--- src/rtl/uart_pkg.sv ---
// Shared constants and state encoding for the oversampled UART receive path.
package uart_pkg;

    localparam int PARITY_NONE = 0;
    localparam int PARITY_ODD  = 1;
    localparam int PARITY_EVEN = 2;

    typedef enum logic [2:0] {
        ST_IDLE   = 3'd0,
        ST_START  = 3'd1,
        ST_DATA   = 3'd2,
        ST_PARITY = 3'd3,
        ST_STOP   = 3'd4
    } rx_state_e;

endpackage

--- src/rtl/uart_byte_fifo.sv ---
// Synchronous first-word-fall-through FIFO; a push while full is accepted only alongside a pop.
module uart_byte_fifo #(
    parameter int DEPTH = 4,
    parameter int WIDTH = 8
) (
    input  logic                     clk,
    input  logic                     rst,
    input  logic                     push_i,
    input  logic                     pop_i,
    input  logic [WIDTH-1:0]         din_i,
    output logic [WIDTH-1:0]         dout_o,
    output logic                     full_o,
    output logic                     empty_o,
    output logic [$clog2(DEPTH):0]   count_o
);
    localparam int AW = $clog2(DEPTH);

    logic [WIDTH-1:0] mem_q [DEPTH];
    logic [AW-1:0]    wr_ptr_q;
    logic [AW-1:0]    rd_ptr_q;
    logic [AW:0]      count_q;
    logic             do_push;
    logic             do_pop;

    assign empty_o = (count_q == '0);
    assign full_o  = (count_q == (AW+1)'(DEPTH));
    assign do_pop  = pop_i & ~empty_o;
    assign do_push = push_i & (~full_o | do_pop);
    assign count_o = count_q;
    // Empty head reads as zero so the data output is clean out of reset.
    assign dout_o  = empty_o ? '0 : mem_q[rd_ptr_q];

    always_ff @(posedge clk) begin
        if (do_push) begin
            mem_q[wr_ptr_q] <= din_i;
        end
    end

    always_ff @(posedge clk) begin
        if (rst) begin
            wr_ptr_q <= '0;
            rd_ptr_q <= '0;
            count_q  <= '0;
        end else begin
            if (do_push) begin
                wr_ptr_q <= wr_ptr_q + 1'b1;
            end
            if (do_pop) begin
                rd_ptr_q <= rd_ptr_q + 1'b1;
            end
            case ({do_push, do_pop})
                2'b10:   count_q <= count_q + 1'b1;
                2'b01:   count_q <= count_q - 1'b1;
                default: count_q <= count_q;
            endcase
        end
    end

endmodule

--- src/rtl/uart_rx_msg_ctrl.sv ---
// Oversampled UART receiver with selectable width/parity, byte FIFO and last-good-byte register.
//
// state     | meaning
// ----------+-----------------------------------------------------------
// ST_IDLE   | line idle, waiting for a 1->0 edge on the synchronised input
// ST_START  | half-bit wait, then confirm the start bit (high = glitch)
// ST_DATA   | one sample per bit time, LSB first, DATA_BITS samples
// ST_PARITY | sample the parity bit (only when parity is enabled)
// ST_STOP   | mid-stop sample; on a low stop bit, hold here until the line releases
module uart_rx_msg_ctrl
    import uart_pkg::*;
#(
    parameter int CLK_FREQ   = 100_000_000,
    parameter int BAUD       = 115200,
    parameter int DATA_BITS  = 8,
    parameter int PARITY     = 0,
    parameter int FIFO_DEPTH = 4
) (
    input  logic                          clk,
    input  logic                          rst,
    input  logic                          uart_rxd,
    output logic [DATA_BITS-1:0]          msg_data,
    output logic                          msg_valid,
    input  logic                          msg_ready,
    output logic [DATA_BITS-1:0]          stored_msg,
    output logic                          frame_err,
    output logic                          parity_err,
    output logic                          overflow,
    output logic [$clog2(FIFO_DEPTH):0]   fifo_count
);
    localparam int              DIV      = CLK_FREQ / BAUD;
    localparam int              CW       = $clog2(DIV);
    localparam logic [CW-1:0]   CNT_BIT  = CW'(DIV - 1);
    localparam logic [CW-1:0]   CNT_HALF = CW'(DIV / 2 - 1);
    localparam logic [3:0]      LAST_BIT = 4'(DATA_BITS - 1);

    if (DIV < 16) begin : g_div_chk
        $error("uart_rx_msg_ctrl: CLK_FREQ/BAUD must be at least 16");
    end
    if (DATA_BITS < 5 || DATA_BITS > 9) begin : g_bits_chk
        $error("uart_rx_msg_ctrl: DATA_BITS must be 5..9");
    end
    if (FIFO_DEPTH < 2 || (FIFO_DEPTH & (FIFO_DEPTH - 1)) != 0) begin : g_depth_chk
        $error("uart_rx_msg_ctrl: FIFO_DEPTH must be a power of two >= 2");
    end

    rx_state_e              state_q, state_d;
    logic [CW-1:0]          cnt_q, cnt_d;
    logic [3:0]             bit_idx_q, bit_idx_d;
    logic [DATA_BITS-1:0]   shift_q, shift_d;
    logic                   par_bit_q, par_bit_d;
    logic                   brk_q, brk_d;
    logic                   push_q, push_d;
    logic                   frame_err_q, frame_err_d;
    logic                   parity_err_q, parity_err_d;
    logic                   overflow_q;
    logic [DATA_BITS-1:0]   stored_q;
    logic                   rx_meta_q, rxs_q, rxs_prev_q;
    logic                   tick;
    logic                   par_ok;
    logic                   pop;
    logic                   fifo_full;
    logic                   fifo_empty;

    assign tick = (cnt_q == '0);

    always_comb begin
        par_ok = 1'b1;
        if (PARITY == PARITY_ODD) begin
            par_ok = (^shift_q) ^ par_bit_q;
        end else if (PARITY == PARITY_EVEN) begin
            par_ok = ~((^shift_q) ^ par_bit_q);
        end
    end

    always_comb begin
        state_d      = state_q;
        cnt_d        = cnt_q - 1'b1;
        bit_idx_d    = bit_idx_q;
        shift_d      = shift_q;
        par_bit_d    = par_bit_q;
        brk_d        = brk_q;
        push_d       = 1'b0;
        frame_err_d  = 1'b0;
        parity_err_d = 1'b0;
        unique case (state_q)
            ST_IDLE: begin
                if (rxs_prev_q && !rxs_q) begin
                    state_d = ST_START;
                    cnt_d   = CNT_HALF;
                end
            end
            ST_START: begin
                if (tick) begin
                    if (rxs_q) begin
                        state_d = ST_IDLE;
                    end else begin
                        state_d   = ST_DATA;
                        cnt_d     = CNT_BIT;
                        bit_idx_d = '0;
                    end
                end
            end
            ST_DATA: begin
                if (tick) begin
                    shift_d   = {rxs_q, shift_q[DATA_BITS-1:1]};
                    cnt_d     = CNT_BIT;
                    bit_idx_d = bit_idx_q + 1'b1;
                    if (bit_idx_q == LAST_BIT) begin
                        state_d = (PARITY != PARITY_NONE) ? ST_PARITY : ST_STOP;
                    end
                end
            end
            ST_PARITY: begin
                if (tick) begin
                    par_bit_d = rxs_q;
                    cnt_d     = CNT_BIT;
                    state_d   = ST_STOP;
                end
            end
            ST_STOP: begin
                if (brk_q) begin
                    if (rxs_q) begin
                        brk_d   = 1'b0;
                        state_d = ST_IDLE;
                    end
                end else if (tick) begin
                    // A low stop bit outranks any parity result and discards the byte.
                    if (!rxs_q) begin
                        frame_err_d = 1'b1;
                        brk_d       = 1'b1;
                    end else begin
                        state_d = ST_IDLE;
                        if (par_ok) begin
                            push_d = 1'b1;
                        end else begin
                            parity_err_d = 1'b1;
                        end
                    end
                end
            end
            default: state_d = ST_IDLE;
        endcase
    end

    always_ff @(posedge clk) begin
        if (rst) begin
            state_q      <= ST_IDLE;
            cnt_q        <= '0;
            bit_idx_q    <= '0;
            shift_q      <= '0;
            par_bit_q    <= 1'b0;
            brk_q        <= 1'b0;
            push_q       <= 1'b0;
            frame_err_q  <= 1'b0;
            parity_err_q <= 1'b0;
        end else begin
            state_q      <= state_d;
            cnt_q        <= cnt_d;
            bit_idx_q    <= bit_idx_d;
            shift_q      <= shift_d;
            par_bit_q    <= par_bit_d;
            brk_q        <= brk_d;
            push_q       <= push_d;
            frame_err_q  <= frame_err_d;
            parity_err_q <= parity_err_d;
        end
    end

    assign pop = msg_valid & msg_ready;

    always_ff @(posedge clk) begin
        if (rst) begin
            rx_meta_q  <= 1'b1;
            rxs_q      <= 1'b1;
            rxs_prev_q <= 1'b1;
            overflow_q <= 1'b0;
            stored_q   <= '0;
        end else begin
            rx_meta_q  <= uart_rxd;
            rxs_q      <= rx_meta_q;
            rxs_prev_q <= rxs_q;
            overflow_q <= push_q & fifo_full & ~pop;
            // shift_q still holds the byte here: the next frame cannot reach ST_DATA yet.
            if (push_q && (!fifo_full || pop)) begin
                stored_q <= shift_q;
            end
        end
    end

    uart_byte_fifo #(
        .DEPTH (FIFO_DEPTH),
        .WIDTH (DATA_BITS)
    ) u_fifo (
        .clk     (clk),
        .rst     (rst),
        .push_i  (push_q),
        .pop_i   (pop),
        .din_i   (shift_q),
        .dout_o  (msg_data),
        .full_o  (fifo_full),
        .empty_o (fifo_empty),
        .count_o (fifo_count)
    );

    assign msg_valid  = ~fifo_empty;
    assign stored_msg = stored_q;
    assign frame_err  = frame_err_q;
    assign parity_err = parity_err_q;
    assign overflow   = overflow_q;

endmodule

--- config.mk ---
export PLATFORM = sky130hd
export DESIGN_NAME = uart_rx_msg_ctrl
export DESIGN_NICKNAME = d
export VERILOG_FILES = /design/src/rtl/uart_pkg.sv /design/src/rtl/uart_byte_fifo.sv /design/src/rtl/uart_rx_msg_ctrl.sv
export SDC_FILE = /design/constraint.sdc
export NUM_CORES = 1
export LEC_CHECK = 0
export BUFFER_PORTS_ARGS = -buffer_cell sky130_fd_sc_hd__buf_2
export CORE_ASPECT_RATIO = 0.5
export CORE_MARGIN = 8
export CORE_UTILIZATION = 45
export DETAILED_ROUTE_END_ITERATION = 7
export HOLD_SLACK_MARGIN = 0.12
export PLACE_DENSITY = 0.61
export SYNTH_ARGS = -nofsm -noshare
export SYNTH_HDL_FRONTEND = slang
export SYNTH_SLANG_ARGS = --single-unit
--- constraint.sdc ---
create_clock -name clk -period 3.2 [get_ports clk]
set_clock_uncertainty 0.05 [all_clocks]
set_input_delay 0.64 -clock clk [delete_from_list [all_inputs] [get_ports clk]]
set_output_delay 0.64 -clock clk [all_outputs]
set_load 0.01 [all_outputs]
==> results by stage <==
Synth:
- The simple-gate share of the synthesized area is 17.7%.
- By area, the combinational part of the netlist is dominated by simple AND/OR/NAND/NOR gates.
- The fraction of synthesized cell area taken by the top area cell type is 28.6%.
- The count of distinct cell types in the synthesized netlist is 56.
- The flip-flop and latch count after synthesis is 81.
- The synthesized netlist devotes 2.81% of its cell area to XOR and XNOR gates.
- The commonest register cell after synthesis is dfxtp_1.
- The synthesized design contains 32 enable-type register cells.
- Synthesis handed over a netlist of 292 instances.
- In this run the cell area of the synthesized design comes to 3430 um2.
- Yosys printed 0 warnings.
- Of the total synthesized cell area, the portion taken by full adders, half adders and majority gates is 3.50%.
- The synthesized netlist devotes 8.13% of its cell area to compound gates.
- Of all cell types, the one taking the most synthesized area is dfxtp_1.
- The total nets after synthesis is 305.
- For this run, asynchronously set or reset flops after synthesis account for 0%.
- Sorting the synthesized cells by area gives the leading types as dfxtp_1 29%, edfxtp_1 28%, mux4_2 5.2%.
- The portion of the post-synthesis area used by sequential elements is 56.6%.
- The most instantiated library cell after synthesis is dfxtp_1.
- Each instance of the synthesized netlist takes up on average 11.8 um2.
- The mux cell area share after synthesis is 7.58%.
- By count the netlist is led by 49 x dfxtp_1, 32 x edfxtp_1, 26 x nor2_1.

Floorplanning:
- The area of the die is 10800 um2.
- The core region is 7350 um2.
- The floorplan step set the die height to 77.8 um.
- The horizontal extent of the die is 140 um.
- Once the floorplan was initialized, standard cells occupied 46.7% of the core.
- The I/O pin count is 27.
- The number of placement rows is 22.

Timing:
- Of the available clock period, the critical path in the final layout requires 83.4%.
- The pin slew with the least headroom to its limit is 0.549 ns.
- The number of pins with negative max-slew slack in the final report is 0.
- Setup repair after global routing left no endpoint under its margin.
- The number of hold violations in the final report was 0.
- Subtracting the final worst setup slack from the clock period gives 2.67 ns.
- The relative slew slack is 63.4%.
- Summed over all failing endpoints, the final setup total negative slack is 0 ns.
- The setup-violating endpoint count in the final report is 0.
- Based on the critical path, the design can be clocked at up to 375 MHz.

Setup path:
- The cell count of the worst reg-to-reg path is 9.
- On the critical path, the stage with the largest delay is an instance of or4b_4.
- The startpoint of the worst register-to-register path is u_fifo.count_o[0]$_SDFFE_PP0P_.
- Counting both buffers and inverters, the worst setup path holds a total of 3.
- In this run the critical register-to-register path is captured at u_fifo.count_o[2]$_SDFFE_PP0P_.
- In this run the worst path has a maximum fanout of 10.
- For the worst setup path, the data required time is 3.41 ns.
- The worst setup path is captured at a flop.
- The signal on the critical path passes through buf_2 > or4b_4 > and2_1 > inv_2 > ha_1 > inv_1 > fa_1 > xor2_1 > or3_1 > a21oi_1.
- The startpoint type of the worst setup path is an input port.
- The critical path crosses 10 cells after its start point.
- At the worst endpoint, the arrival time is 2.88 ns.
- The setup path with the least slack is of type input port to flop.
- Setup slack on the worst reg-to-reg path comes out at 0.55 ns.
- The critical path's top delay family is simple AND/OR/NAND/NOR gates.
- The largest single stage delay on the critical path is 0.50 ns.

CTS:
- The H-tree was split into 3 levels.
- The number of instances resized during post-cts repair is 0.
- The number of setup buffers added after CTS is 0.
- The later pin in the worst-skew pair is clocked with a latency of 0.33 ns.
- The number of buffers added to fix hold violations after cts is 0.
- The total clock sinks is 81.
- The root cell of the clock tree is clkbuf_16.
- Clock-pin slew was measured on the worst setup and hold paths at 0.06 ns.
- TritonCTS built the clock tree.
- Counting the buffers created by CTS gives 9.
- In this run the deepest clock path goes through 2 buffers.

Hold path:
- The worst hold path terminates at rxs_q$_SDFF_PP1_.
- The number of cells on the worst hold path is 1.
- The beginning of the worst hold path is rx_meta_q$_SDFF_PP1_.
- The tightest min-delay check is of the flop to flop type.

Pwr:
- VDD sags by at most 0.468 mV.
- Summed over all cells, the static leakage comes to 1.49 nW.
- For this design the ratio of total power to cell area is 691 nW/um2.

Layout:
- The filler cell count is 656.
- The number of antenna diodes in the final layout is 0.
- The fraction of final layout cells with drive strength greater than 1 is 20.6%.
- Compared with the post-synthesis result, the final layout area differs by 14.0%.
- The utilization of the core after routing is 53.3%.
- After the last flow step, the layout net total stands at 329.

Global routing:
- The global-route wire length before repair is 10800 um.
- The number of global-route vias before repair came to 2166.
- Entering global routing, the biggest net connects 24 pins.
- The overall routing resource usage is 12.5%.
- After global routing the overflow that remains totals 0.
- The number of antenna violations at the first check in global routing is 0.

Routing:
- In the final routed layout, each cell accounts on average for 15.5 um.
- After detailed routing, the number of vias per cell comes to 5.31.
- The starting DRC count in detailed routing is 155.
- The number of routed nets with antenna violations is 0.
- Detailed routing inserted a total of 2213 vias.
- The total iterations of the first detailed-routing run is 4.
- Summed over all layers, the routed wires come to 6470 um.
- For this run, design rule violations remaining after detail routing come to 0.

Flow run:
- Across the run, the number of max-cap violations was 0.

Place:
- The placed wire-length estimate after detailed placement is 4540 um.
- Input and output buffers added on the ports amount to 25.
- Routability-driven placement finished with a final weighted congestion of 0.768.

Status:
- The run finished with clean final reports.
==> routing by layer <==
layer / wire length, um / part of all wire [%] / global-route usage, %
met5: 0 / 0 / 0
met4: 63 / 0.97 / 3.91
met3: 311 / 4.8 / 4.21
met2: 3180 / 49 / 21.6
met1: 2920 / 45 / 14.5
==> cell type report <==
| class | count | area [um2] | area share (%) |
|---|---|---|---|
| repair buffers | 28 | 148 | 3.77 |
| inverters | 13 | 48.8 | 1.25 |
| multi-input cells | 183 | 1370 | 34.9 |
| clock inverters | 5 | 56.3 | 1.44 |
| clock buffers | 11 | 233 | 5.95 |
| well taps | 96 | 120 | 3.07 |
| flip-flops and latches | 81 | 1940 | 49.6 |
==> how the worst max path moves through the flow <==
| stage | start | to | slack (ns) |
|---|---|---|---|
| floorplan | msg_ready | u_fifo.count_o[2]$_SDFFE_PP0P_ | 0.48 |
| global placement | msg_ready | u_fifo.count_o[2]$_SDFFE_PP0P_ | 0.28 |
| detailed placement | msg_ready | u_fifo.count_o[2]$_SDFFE_PP0P_ | 0.18 |
| CTS | msg_ready | u_fifo.count_o[2]$_SDFFE_PP0P_ | 0.52 |
| global route | msg_ready | u_fifo.count_o[2]$_SDFFE_PP0P_ | 0.42 |
| finish | msg_ready | u_fifo.count_o[2]$_SDFFE_PP0P_ | 0.53 |
==> cells by family (layout without fill, tap and decap cells) <==
logic type,after synthesis,after routing
mux,16,16
flops,81,81
other cells,1,1
xor+xnor,11,11
fa+ha+maj,9,9
compound gates,42,42
simple gates,104,104
buf+inv,28,57
==> state kept, by name (all words and copies together) (netlist names), 2 cells and up, named ones only <==
| register | cells |
|---|---|
| u_fifo.mem_q | 32 |
| cnt_q | 10 |
| shift_q | 8 |
| stored_msg | 8 |
| bit_idx_q | 4 |
| state_q | 3 |
| u_fifo.count_o | 3 |
| u_fifo.rd_ptr_q | 2 |
| u_fifo.wr_ptr_q | 2 |
==> layout by cell type, fill, tap and decap left out, types with 9 or more instances in the layout <==
master     netlist  final
a21oi_1         17     17
dfxtp_1         49     49
and2_1          15     15
nand2_1         24     24
inv_1           12     12
buf_2            6     25
clkbuf_16        0      9
edfxtp_1        32     32
nor2_1          26     26
==> per-stage QoR <==
stage	cells	total power, mW	setup WS, ns	area, um2	hold slack, ns
CTS	417	2.73	0.520	3910	0.358
detailed placement	401	1.74	0.178	3620	0.346
floorplan	292	1.66	0.485	3430	0.339
global placement	401	1.72	0.281	3620	0.341
global route	417	2.84	0.420	3910	0.383
finish	417	2.70	0.530	3910	0.355
==> where the power goes <==
group / switching [mW] / total (mW) / internal [mW] / leakage, nW
clock: 0.380 / 0.982 / 0.602 / 0.137
combinational: 0.252 / 0.471 / 0.219 / 0.659
sequential: 0.118 / 1.25 / 1.13 / 0.694
total: 0.750 / 2.70 / 1.95 / 1.49
(Power assumes the default switching activity.)
